### config.mk
export PLATFORM = sky130hd
export DESIGN_NAME = ahb_lite_subordinate_bpif_flat
export DESIGN_NICKNAME = d
export VERILOG_FILES = /design/src/rtl/ahb_lite_subordinate_bpif_if.sv /design/src/rtl/ahb_lite_subordinate_bpif.sv /design/src/flat_wrapper.sv
export SDC_FILE = /design/constraint.sdc
export NUM_CORES = 1
export LEC_CHECK = 0
export ABC_AREA = 1
export CAP_MARGIN = 40
export CORE_MARGIN = 1
export CORE_UTILIZATION = 25
export CTS_CLUSTER_SIZE = 40
export DETAILED_ROUTE_END_ITERATION = 16
export PLACE_DENSITY_LB_ADDON = 0.15
export SYNTH_ARGS = -nofsm -noshare
export SYNTH_HDL_FRONTEND = slang
export SYNTH_SLANG_ARGS = --single-unit
### constraint.sdc
create_clock -name CLK -period 1.9 [get_ports CLK]
set_clock_uncertainty 0.2 [all_clocks]
set_input_delay 0.38 -clock CLK [delete_from_list [all_inputs] [get_ports CLK]]
set_output_delay 0.38 -clock CLK [all_outputs]
set_load 0.05 [all_outputs]
### src/rtl/ahb_lite_subordinate_bpif_if.sv
// Request/response handshake between a bus front end and a peripheral register block.
// The protocol side issues wen/ren beats; the peripheral answers with stall, error and read data.
interface bus_protocol_if #(
    parameter int ADDR_WIDTH = 32,
    parameter int DATA_WIDTH = 32
);
    logic                    wen;
    logic                    ren;
    logic [ADDR_WIDTH-1:0]   addr;
    logic [DATA_WIDTH-1:0]   wdata;
    logic [DATA_WIDTH/8-1:0] strobe;
    logic                    is_burst;
    logic [1:0]              burst_type;
    logic [4:0]              burst_length;
    logic                    secure_transfer;
    logic                    request_stall;
    logic                    error;
    logic [DATA_WIDTH-1:0]   rdata;

    modport protocol (
        output wen, ren, addr, wdata, strobe,
        output is_burst, burst_type, burst_length, secure_transfer,
        input  request_stall, error, rdata
    );

    modport peripheral (
        input  wen, ren, addr, wdata, strobe,
        input  is_burst, burst_type, burst_length, secure_transfer,
        output request_stall, error, rdata
    );
endinterface

### src/rtl/ahb_lite_subordinate_bpif.sv
// AHB-Lite subordinate that turns pipelined address/data phases into one wen/ren beat per
// data phase, mapping peripheral stall to wait states and peripheral error to an ERROR response.
module ahb_lite_subordinate_bpif #(
    parameter int ADDR_WIDTH = 32,
    parameter int DATA_WIDTH = 32
) (
    input  logic                  CLK,
    input  logic                  nRST,
    input  logic                  HSEL,
    input  logic [ADDR_WIDTH-1:0] HADDR,
    input  logic                  HWRITE,
    input  logic [1:0]            HTRANS,
    input  logic [2:0]            HSIZE,
    input  logic [2:0]            HBURST,
    input  logic [DATA_WIDTH-1:0] HWDATA,
    input  logic                  HREADY,
    output logic                  HREADYOUT,
    output logic                  HRESP,
    output logic [DATA_WIDTH-1:0] HRDATA,
    bus_protocol_if.protocol      bpif
);

    localparam int STRB_W = DATA_WIDTH / 8;
    localparam int LG     = $clog2(STRB_W);

    typedef enum logic [1:0] {IDLE, ACCESS, ERR1, ERR2} state_t;

    state_t                state_q, state_d;
    logic                  write_q, write_d;
    logic [ADDR_WIDTH-1:0] addr_q, addr_d;
    logic [STRB_W-1:0]     strobe_q, strobe_d;
    logic                  is_burst_q, is_burst_d;
    logic [1:0]            burst_type_q, burst_type_d;
    logic [4:0]            burst_length_q, burst_length_d;

    logic                  accept, take, legal, wen, ren;
    logic [31:0]           off, nbytes;
    logic [STRB_W-1:0]     strb_new;
    logic [1:0]            btype_new;
    logic [4:0]            blen_new;

    assign accept = HSEL && HREADY && (HTRANS == 2'b10 || HTRANS == 2'b11);

    // Address-phase decode: byte lane offset, size legality/alignment, strobe and burst hints.
    always_comb begin
        off      = 32'(HADDR) & 32'(STRB_W - 1);
        nbytes   = 32'd1 << HSIZE;
        legal    = (32'(HSIZE) <= 32'(LG)) && ((off & (nbytes - 32'd1)) == 32'd0);
        strb_new = '0;
        for (int i = 0; i < STRB_W; i++)
            strb_new[i] = (32'(i) >= off) && (32'(i) < off + nbytes);
        btype_new = 2'b00;
        blen_new  = 5'd1;
        case (HBURST)
            3'd0: begin btype_new = 2'b00; blen_new = 5'd1;  end
            3'd1: begin btype_new = 2'b01; blen_new = 5'd0;  end
            3'd2: begin btype_new = 2'b10; blen_new = 5'd4;  end
            3'd3: begin btype_new = 2'b01; blen_new = 5'd4;  end
            3'd4: begin btype_new = 2'b10; blen_new = 5'd8;  end
            3'd5: begin btype_new = 2'b01; blen_new = 5'd8;  end
            3'd6: begin btype_new = 2'b10; blen_new = 5'd16; end
            default: begin btype_new = 2'b01; blen_new = 5'd16; end
        endcase
    end

    always_comb begin
        state_d        = state_q;
        write_d        = write_q;
        addr_d         = addr_q;
        strobe_d       = strobe_q;
        is_burst_d     = is_burst_q;
        burst_type_d   = burst_type_q;
        burst_length_d = burst_length_q;
        HREADYOUT      = 1'b1;
        HRESP          = 1'b0;
        wen            = 1'b0;
        ren            = 1'b0;
        take           = 1'b0;
        case (state_q)
            IDLE: take = accept;
            ACCESS: begin
                wen = write_q;
                ren = !write_q;
                if (bpif.request_stall) begin
                    HREADYOUT = 1'b0;
                end else if (bpif.error) begin
                    HREADYOUT = 1'b0;
                    HRESP     = 1'b1;
                    state_d   = ERR1;
                end else begin
                    take    = accept;
                    state_d = IDLE;
                end
            end
            ERR1: begin
                HREADYOUT = 1'b0;
                HRESP     = 1'b1;
                state_d   = ERR2;
            end
            ERR2: begin
                HRESP   = 1'b1;
                take    = accept;
                state_d = IDLE;
            end
            default: state_d = IDLE;
        endcase
        // An illegal beat never reaches the peripheral; only legal beats update the latches.
        if (take) begin
            if (legal) begin
                state_d        = ACCESS;
                write_d        = HWRITE;
                addr_d         = HADDR;
                strobe_d       = strb_new;
                is_burst_d     = (HBURST != 3'd0);
                burst_type_d   = btype_new;
                burst_length_d = blen_new;
            end else begin
                state_d = ERR1;
            end
        end
    end

    always_ff @(posedge CLK or negedge nRST) begin
        if (!nRST) begin
            state_q        <= IDLE;
            write_q        <= 1'b0;
            addr_q         <= '0;
            strobe_q       <= '0;
            is_burst_q     <= 1'b0;
            burst_type_q   <= 2'b00;
            burst_length_q <= 5'd0;
        end else begin
            state_q        <= state_d;
            write_q        <= write_d;
            addr_q         <= addr_d;
            strobe_q       <= strobe_d;
            is_burst_q     <= is_burst_d;
            burst_type_q   <= burst_type_d;
            burst_length_q <= burst_length_d;
        end
    end

    assign HRDATA               = ren ? bpif.rdata : '0;
    assign bpif.wen             = wen;
    assign bpif.ren             = ren;
    assign bpif.addr            = addr_q;
    assign bpif.wdata           = wen ? HWDATA : '0;
    assign bpif.strobe          = strobe_q;
    assign bpif.is_burst        = is_burst_q;
    assign bpif.burst_type      = burst_type_q;
    assign bpif.burst_length    = burst_length_q;
    assign bpif.secure_transfer = 1'b0;

endmodule

### src/flat_wrapper.sv
// flat-port wrapper written by rule: the top's interface ports become plain ports
module ahb_lite_subordinate_bpif_flat 
#(
    parameter int ADDR_WIDTH = 32,
    parameter int DATA_WIDTH = 32
)
  (CLK, nRST, HSEL, HADDR, HWRITE, HTRANS, HSIZE, HBURST, HWDATA, HREADY, HREADYOUT, HRESP, HRDATA, bpif_wen, bpif_ren, bpif_addr, bpif_wdata, bpif_strobe, bpif_is_burst, bpif_burst_type, bpif_burst_length, bpif_secure_transfer, bpif_request_stall, bpif_error, bpif_rdata);
  bus_protocol_if #(.ADDR_WIDTH(ADDR_WIDTH), .DATA_WIDTH(DATA_WIDTH)) bpif_i ();
  input  logic CLK;
  input  logic nRST;
  input  logic HSEL;
  input  logic [ADDR_WIDTH-1:0] HADDR;
  input  logic HWRITE;
  input  logic [1:0] HTRANS;
  input  logic [2:0] HSIZE;
  input  logic [2:0] HBURST;
  input  logic [DATA_WIDTH-1:0] HWDATA;
  input  logic HREADY;
  output logic HREADYOUT;
  output logic HRESP;
  output logic [DATA_WIDTH-1:0] HRDATA;
  output wire logic [$bits(bpif_i.wen)-1:0] bpif_wen;
  output wire logic [$bits(bpif_i.ren)-1:0] bpif_ren;
  output wire logic [$bits(bpif_i.addr)-1:0] bpif_addr;
  output wire logic [$bits(bpif_i.wdata)-1:0] bpif_wdata;
  output wire logic [$bits(bpif_i.strobe)-1:0] bpif_strobe;
  output wire logic [$bits(bpif_i.is_burst)-1:0] bpif_is_burst;
  output wire logic [$bits(bpif_i.burst_type)-1:0] bpif_burst_type;
  output wire logic [$bits(bpif_i.burst_length)-1:0] bpif_burst_length;
  output wire logic [$bits(bpif_i.secure_transfer)-1:0] bpif_secure_transfer;
  input wire logic [$bits(bpif_i.request_stall)-1:0] bpif_request_stall;
  input wire logic [$bits(bpif_i.error)-1:0] bpif_error;
  input wire logic [$bits(bpif_i.rdata)-1:0] bpif_rdata;
  assign bpif_wen = bpif_i.wen;
  assign bpif_ren = bpif_i.ren;
  assign bpif_addr = bpif_i.addr;
  assign bpif_wdata = bpif_i.wdata;
  assign bpif_strobe = bpif_i.strobe;
  assign bpif_is_burst = bpif_i.is_burst;
  assign bpif_burst_type = bpif_i.burst_type;
  assign bpif_burst_length = bpif_i.burst_length;
  assign bpif_secure_transfer = bpif_i.secure_transfer;
  assign bpif_i.request_stall = bpif_request_stall;
  assign bpif_i.error = bpif_error;
  assign bpif_i.rdata = bpif_rdata;
  ahb_lite_subordinate_bpif #(.ADDR_WIDTH(ADDR_WIDTH), .DATA_WIDTH(DATA_WIDTH)) u_core (.CLK(CLK), .nRST(nRST), .HSEL(HSEL), .HADDR(HADDR), .HWRITE(HWRITE), .HTRANS(HTRANS), .HSIZE(HSIZE), .HBURST(HBURST), .HWDATA(HWDATA), .HREADY(HREADY), .HREADYOUT(HREADYOUT), .HRESP(HRESP), .HRDATA(HRDATA), .bpif(bpif_i));
endmodule
==> summary.md, run 1 <==
| Metric | Value |
|---|---|
| Status | complete, but fails checks |
| Failing checks | negative setup slack |
| Final slew viol count | 0 |
| WL/cell | 15.3 um |
| R2R cell count | 14 |
| Vias/cell | 4.27 |
| Clock Tree Buf Depth | 2 |
| CP arrival | 1600 ps |
| PD cells | 1090 nW/um2 |
| Final number of setup-violating endpoints | 111 |
| Largest net degree at the start of global routing | 46 |
| Post-Syn Area per Cell | 6.78 um2 |
| Hold Crit Class | register to register |
| Area contributors post-synth | dfrtp_1 (42%), nand2_1 (19%), inv_1 (12%) |
| Worst path cell trace | ha_4, buf_12, nand2_8, buf_12, clkinvlp_4, buf_6 |
| Width of the die | 107 um |
| Max Cap Viol | 0 |
| Die area | 11300 um2 |
| Cell with the most instances after synthesis | nand2_1 |
| Reg2reg start | u_core.state_q[1]$_DFFE_PN0P_ |
| Area grow syn2layout | 169% |
| Crit-path max FO | 8 |
| Synthesized flop and latch total | 46 |
| Hold Crit Depth | 2 |
| First-pass GRT wire length | 17600 um |
| DR DRC count | 0 |
| Post-synth top cells | nand2_1 (141), inv_1 (85), nor2_1 (73) |
| Routed vias | 3471 |
| M3 GR Usage | 4.23% |
| Ys flop type | dfrtp_1 |
| RSZ-0062 raised after global routing | yes |
| Floorplan row count | 37 |
| Ant. Diodes | 0 |
| CP endpoint kind | primary output |
| Post-synth EDFFs | 0 |
| CTS buffer count | 5 |
| TritonCTS clock tree | built |
| Clock Latency Late Sink | 290 ps |
| Placer congestion estimate | 0.796 |
| Number of global-route vias before repair | 3276 |
| Critical Path RT | 1320 ps |
| GR Util met2 | 37.1% |
| Tmin final | 2180 ps |
| PnR worst setup slack | -279 ps |
| Worst slew margin | 63.2% |
| Slew @ Worst Pin | 551 ps |
| Synth top area share | 42.1% |
| Crit path launch | u_core.state_q[0]$_DFFE_PN0P_ |
| Fin nets | 796 |
| CTS H-tree lvls | 2 |
| Clock slew at reported path FFs | 90 ps |
| Share of the yosys chip area belonging to registers | 42.1% |
| Unique masters post-synth | 25 |
| Leak Pwr | 0.00350 uW |
| IO Pins | 224 |
| Min-delay src | u_core.bpif.burst_length[2]$_DFFE_PN0P_ |
| Syn Inst Count | 403 |
| Period utilisation layout | 115% |
| Final wirelength | 12400 um |
| Detail Placement HPWL | 8910 um |
| Buffers on Ports | 220 |
| Initial antenna violation count | 0 |
| CP Class | register to primary output |
| Maximum vdd drop | 0.719 mV |
| YS warnings | 0 |
| Final ANT Viol Nets | 0 |
| Clock net sink count | 46 |
| Root Driver | clkbuf_8 |
| Total chip power | 8020 uW |
| Overall Global Routing Usage | 20.2% |
| GR peak layer | met2 |
| Area leader, netlist | dfrtp_1 |
| Core area | 10500 um2 |
| M1 GR Usage | 23.6% |
| Die Y | 107 um |
| Slowest CP cell | dfrtp_2 |
| Fmax | 459 MHz |
| GR Overflow Total | 0 |
| Crit-path most repeated cell | buf_12 |
| DR iter-0 viols | 99 |
| Ys async rst share | 100% |
| Pre-antenna DRT Iters | 4 |
| Starting density of the core | 26.1% |
| Cell Area, Synth | 2730 um2 |
| CP max stage delay | 450 ps |
| Startpoint types | register |
| Cell area after layout | 7340 um2 |
| Layout cells sized above 1 | 48.2% |
| Placement Cell Area | 6280 um2 |
| Final hold violations | 0 |
==> registers in the layout (all words and copies together) (netlist names) <==
register,cells
u_core.bpif.addr,32
u_core.bpif.burst_length,4
u_core.bpif.strobe,4
u_core.bpif.burst_type,2
u_core.state_q,2
u_core.bpif.is_burst,1
u_core.write_q,1
==> final timing paths <==
path | to | slack (ps)
setup / recovery | bpif_ren | -280
setup reg to reg | u_core.bpif.addr[25]$_DFFE_PN0P_ | -190
hold reg to reg | u_core.bpif.burst_length[2]$_DFFE_PN0P_ | 280
max in group asynchronous | u_core.state_q[0]$_DFFE_PN0P_ | 560
hold / removal | u_core.bpif.burst_length[2]$_DFFE_PN0P_ | 280
min in group asynchronous | u_core.bpif.addr[18]$_DFFE_PN0P_ | 390
==> layer usage <==
metal,vias up,share of wire (%)
met5,-,0
met4,0,1.4
met3,12,6.4
met2,129,54
met1,1631,39
li1,1699,-
==> critical path: cells and delay by family (launching register included) <==
kind                     cells  cell delay [ps]
buffers and inverters        4              520
AND/OR/NAND/NOR              1              140
flip-flops                   1              450
adder cells (fa/ha/maj)      1              190
==> timing repair <==
item | in CTS | in global routing
setup buffers | 9 | 13
cloned | 5 | 12
endpoints found under the hold margin | 21 | 0
hold buffers | 1 | 0
resized for setup | 40 | 93
setup endpoints to repair | 114 | 114
pin swaps | 12 | 27
==> report_power, final <==
group	switching, uW	internal (uW)
registers	269	1320
clock network	332	253
logic	3450	2390
total	4050	3960
==> layout make-up <==
cell class                      instances  area, um2
Clock buffer                            6       72.6
Timing Repair inverter                  7        105
Tap cell                              136        170
Multi-Input combinational cell        256       1900
Sequential cell                        46       1150
Fill cell                             792       3120
Timing Repair Buffer                  275       3580
Inverter                               86        357
Clock inverter                          1       7.51
==> kinds of logic (layout without fill, tap and decap cells) <==
group,count (synthesis),after routing,share of synthesized area [%]
flops,46,46,42.1
fa+ha+maj,8,8,3.94
simple gates,236,236,35.2
other cells,1,2,0.137
compound gates,10,10,1.92
buf+inv,102,375,16.7
==> stage by stage <==
| step | utilization, % | worst slack (ps) | std cells | hold WS [ps] | setup TNS, ps |
|---|---|---|---|---|---|
| after floorplan | - | -107 | 404 | -116 | -434 |
| after global routing | 70.2 | -340 | 813 | 317 | -29900 |
| after global placement | 60.0 | -605 | 768 | 187 | -22480 |
| after CTS | 64.0 | -289 | 790 | 280 | -16340 |
| final | 70.2 | -279 | 813 | 281 | -20920 |
| after detailed placement | 60.0 | -692 | 768 | 198 | -25350 |
==> cells in the final DEF, fill, tap and decap left out, types with 5 or more instances in the layout <==
cell type,count
buf_16,5
nand3_1,8
dfrtp_1,45
nand2_2,39
nand2_1,93
nand2_4,10
inv_2,5
buf_6,10
buf_12,81
clkdlybuf4s50_1,103
nor2_4,65
buf_4,63
clkbuf_8,5
inv_1,78
nor2_1,6
Note: power is estimated with default switching activity, not from simulation.
==> run 2: changes to the inputs <==
==> constraint.sdc (replaced) <==
create_clock -name CLK -period 2.56 [get_ports CLK]
set_clock_uncertainty 0.2 [all_clocks]
set_input_delay 0.512 -clock CLK [delete_from_list [all_inputs] [get_ports CLK]]
set_output_delay 0.512 -clock CLK [all_outputs]
set_load 0.05 [all_outputs]
==> run 2 against run 1 <==
Against the previous run: the run now ends clean; sequential cell count did not move; clock power rose by 8.9%; sequential power fell by 29%; critical path depth did not move; critical path type unchanged; critical endpoint is now HRESP; highest routed layer unchanged.
==> summary.md, run 2 (synthesized netlist as in run 1, its figures left out) <==
| Metric | Value |
|---|---|
| Status | finished clean (was complete, but fails checks) |
| PD cells | 901 nW/um2 (was 1090 nW/um2) |
| Fmax | 400 MHz |
| Hold buffers post-CTS | 0 (was 1) |
| Pre-antenna DRT Iters | 4 (unchanged) |
| Period utilisation layout | 97.7% |
| First-pass GRT wire length | 15100 um (was 17600 um) |
| Maximum vdd drop | 0.421 mV (was 0.719 mV) |
| CP arrival | 1790 ps (was 1600 ps) |
| Final number of setup-violating endpoints | 0 (was 111) |
| IO Pins | 224 (unchanged) |
| Worst slew margin | 57.9% (was 63.2%) |
| TritonCTS clock tree | built (unchanged) |
| Placer congestion estimate | 0.843 (was 0.796) |
| CTS H-tree lvls | 2 (unchanged) |
| RSZ-0062 raised after global routing | yes (unchanged) |
| Number of global-route vias before repair | 2834 (was 3276) |
| Clock slew at reported path FFs | 90 ps (about the same) |
| Pre-CTS WS | -230 ps (was -692 ps) |
| PnR worst setup slack | 59.8 ps (was -279 ps) |
| Detail Placement HPWL | 8350 um (was 8910 um) |
| Die area | 11300 um2 (unchanged) |
| Largest net degree at the start of global routing | 46 (unchanged) |
| Max FFs per register | 32 (unchanged) |
| Buffers on Ports | 220 (unchanged) |
| Starting density of the core | 26.1% (unchanged) |
| Slowest CP cell | dfrtp_1 (was dfrtp_2) |
| Root Driver | clkbuf_8 (unchanged) |
| Startpoint types | register (unchanged) |
| Most common cell after layout, fill and taps aside | clkdlybuf4s50_1 (unchanged) |
| Crit-path max FO | 4 (was 8) |
| Tmin final | 2500 ps |
| Layout cells sized above 1 | 19.1% (was 48.2%) |
| Core area | 10500 um2 (unchanged) |
| Max Cap Viol | 0 (unchanged) |
| Clock Latency Late Sink | 290 ps (about the same) |
| Total chip power | 5380 uW (was 8020 uW) |
| CP max stage delay | 480 ps (was 450 ps) |
| Filler instances | 974 (was 792) |
| WL/cell | 13.3 um (was 15.3 um) |
| Final wirelength | 10100 um (was 12400 um) |
| CTS buffer count | 5 (unchanged) |
| # Post-CTS Setup Buffers | 0 (was 9) |
| Critical Path RT | 1850 ps (was 1320 ps) |
| DR DRC count | 0 (unchanged) |
| Overall Global Routing Usage | 17.1% (was 20.2%) |
| Worst path cell trace | inv_1, ha_1, or2_2, a21oi_1, nor2_1, buf_12 (was ha_4, buf_12, nand2_8, buf_12, clkinvlp_4, buf_6) |
| Vias/cell | 3.99 (was 4.27) |
| CP endpoint kind | primary output (unchanged) |
| Final ANT Viol Nets | 0 (unchanged) |
| Ant. Diodes | 0 (unchanged) |
| Clock net sink count | 46 (unchanged) |
| Clock Tree Buf Depth | 2 (unchanged) |
| Leak Pwr | 0.00303 uW (was 0.00350 uW) |
| Slew @ Worst Pin | 632 ps (was 551 ps) |
| Final slew viol count | 0 (unchanged) |
| Floorplan row count | 37 (unchanged) |
| Area grow syn2layout | 119% (was 169%) |
| GR Overflow Total | 0 (unchanged) |
| Hold Crit Class | input port to async pin (was register to register) |
| Initial antenna violation count | 0 (unchanged) |
| Commonest cells after routing, fill and taps aside | clkdlybuf4s50_1 (151), nand2_1 (139), inv_1 (85) (was clkdlybuf4s50_1 (103), nand2_1 (93), buf_12 (81)) |
| DR iter-0 viols | 122 (was 99) |
| Fin nets | 746 (was 796) |
| Width of the die | 107 um (unchanged) |
| CP Class | register to primary output (unchanged) |
| Die Y | 107 um (unchanged) |
| Final hold violations | 0 (unchanged) |
| Routed vias | 3048 (was 3471) |
-- run 2: final cells by class --
cell class | instances | area (um2) | share of cell area (%)
sequential | 46 | 1150 | 19.3
timing repair buffer | 232 | 3000 | 50.2
multi-input combinational | 256 | 1190 | 19.9
clock inverter | 3 | 68.8 | 1.15
clock buffer | 5 | 68.8 | 1.15
tap | 136 | 170 | 2.85
inverter | 86 | 328 | 5.49
-- run 2: through the flow --
| stage | TNS, ps | hold slack (ps) | instances | instance area [um2] | utilization (%) |
|---|---|---|---|---|---|
| 2_1_floorplan | 0 | 16.4 | 404 | 2740 | - |
| 3_3_place_gp | -633 | 254 | 756 | 5770 | 55.2 |
| 3_5_place_dp | -1190 | 257 | 756 | 5770 | 55.2 |
| 4_1_cts | 0 | 43.6 | 764 | 5910 | 56.5 |
| 5_1_grt | -194 | 71.6 | 764 | 5970 | 57.1 |
| 6_report | 0 | 26.5 | 764 | 5970 | 57.1 |
-- run 2: critical path, delay by kind of cell (launching register included) --
family	cells	cell delay, ps
flops	1	480
buf+inv	2	260
simple gates	2	400
compound gates	1	120
fa+ha+maj	1	230
-- run 2: power by group --
| part | leakage (uW) | switching (uW) | internal (uW) |
|---|---|---|---|
| Clock | 0.0000683 | 246 | 391 |
| Sequential | 0.000607 | 150 | 976 |
| Combinational | 0.00235 | 2210 | 1410 |
-- run 2: timing repair --
action | in CTS | in global routing
pin swaps | 0 | 1
endpoints found under the setup margin | 27 | 62
gates resized for setup | 2 | 21
-- run 2: worst paths after layout --
| kind | cells past startpoint | endpoint | start | slack [ps] |
|---|---|---|---|---|
| max | 6 | HRESP | u_core.state_q[0]$_DFFE_PN0P_ | 60 |
| min | 1 | u_core.bpif.burst_length[0]$_DFFE_PN0P_ | nRST | 30 |
| max reg2reg | 8 | u_core.bpif.addr[1]$_DFFE_PN0P_ | u_core.state_q[0]$_DFFE_PN0P_ | 610 |
| min reg2reg | 2 | u_core.bpif.addr[22]$_DFFE_PN0P_ | u_core.bpif.addr[22]$_DFFE_PN0P_ | 280 |
| max in group asynchronous | 2 | u_core.write_q$_DFFE_PN0P_ | nRST | 1550 |
| min in group CLK | 2 | u_core.bpif.addr[22]$_DFFE_PN0P_ | u_core.bpif.addr[22]$_DFFE_PN0P_ | 280 |
-- run 2: per-layer routing --
| metal | global-route usage [%] | part of all wire [%] | vias to the layer above |
|---|---|---|---|
| met5 | 0 | 0 | - |
| li1 | - | - | 1590 |
| met1 | 18.1 | 36 | 1371 |
| met3 | 3.99 | 5.6 | 9 |
| met2 | 34.0 | 57 | 78 |
| met4 | 3.52 | 0.79 | 0 |
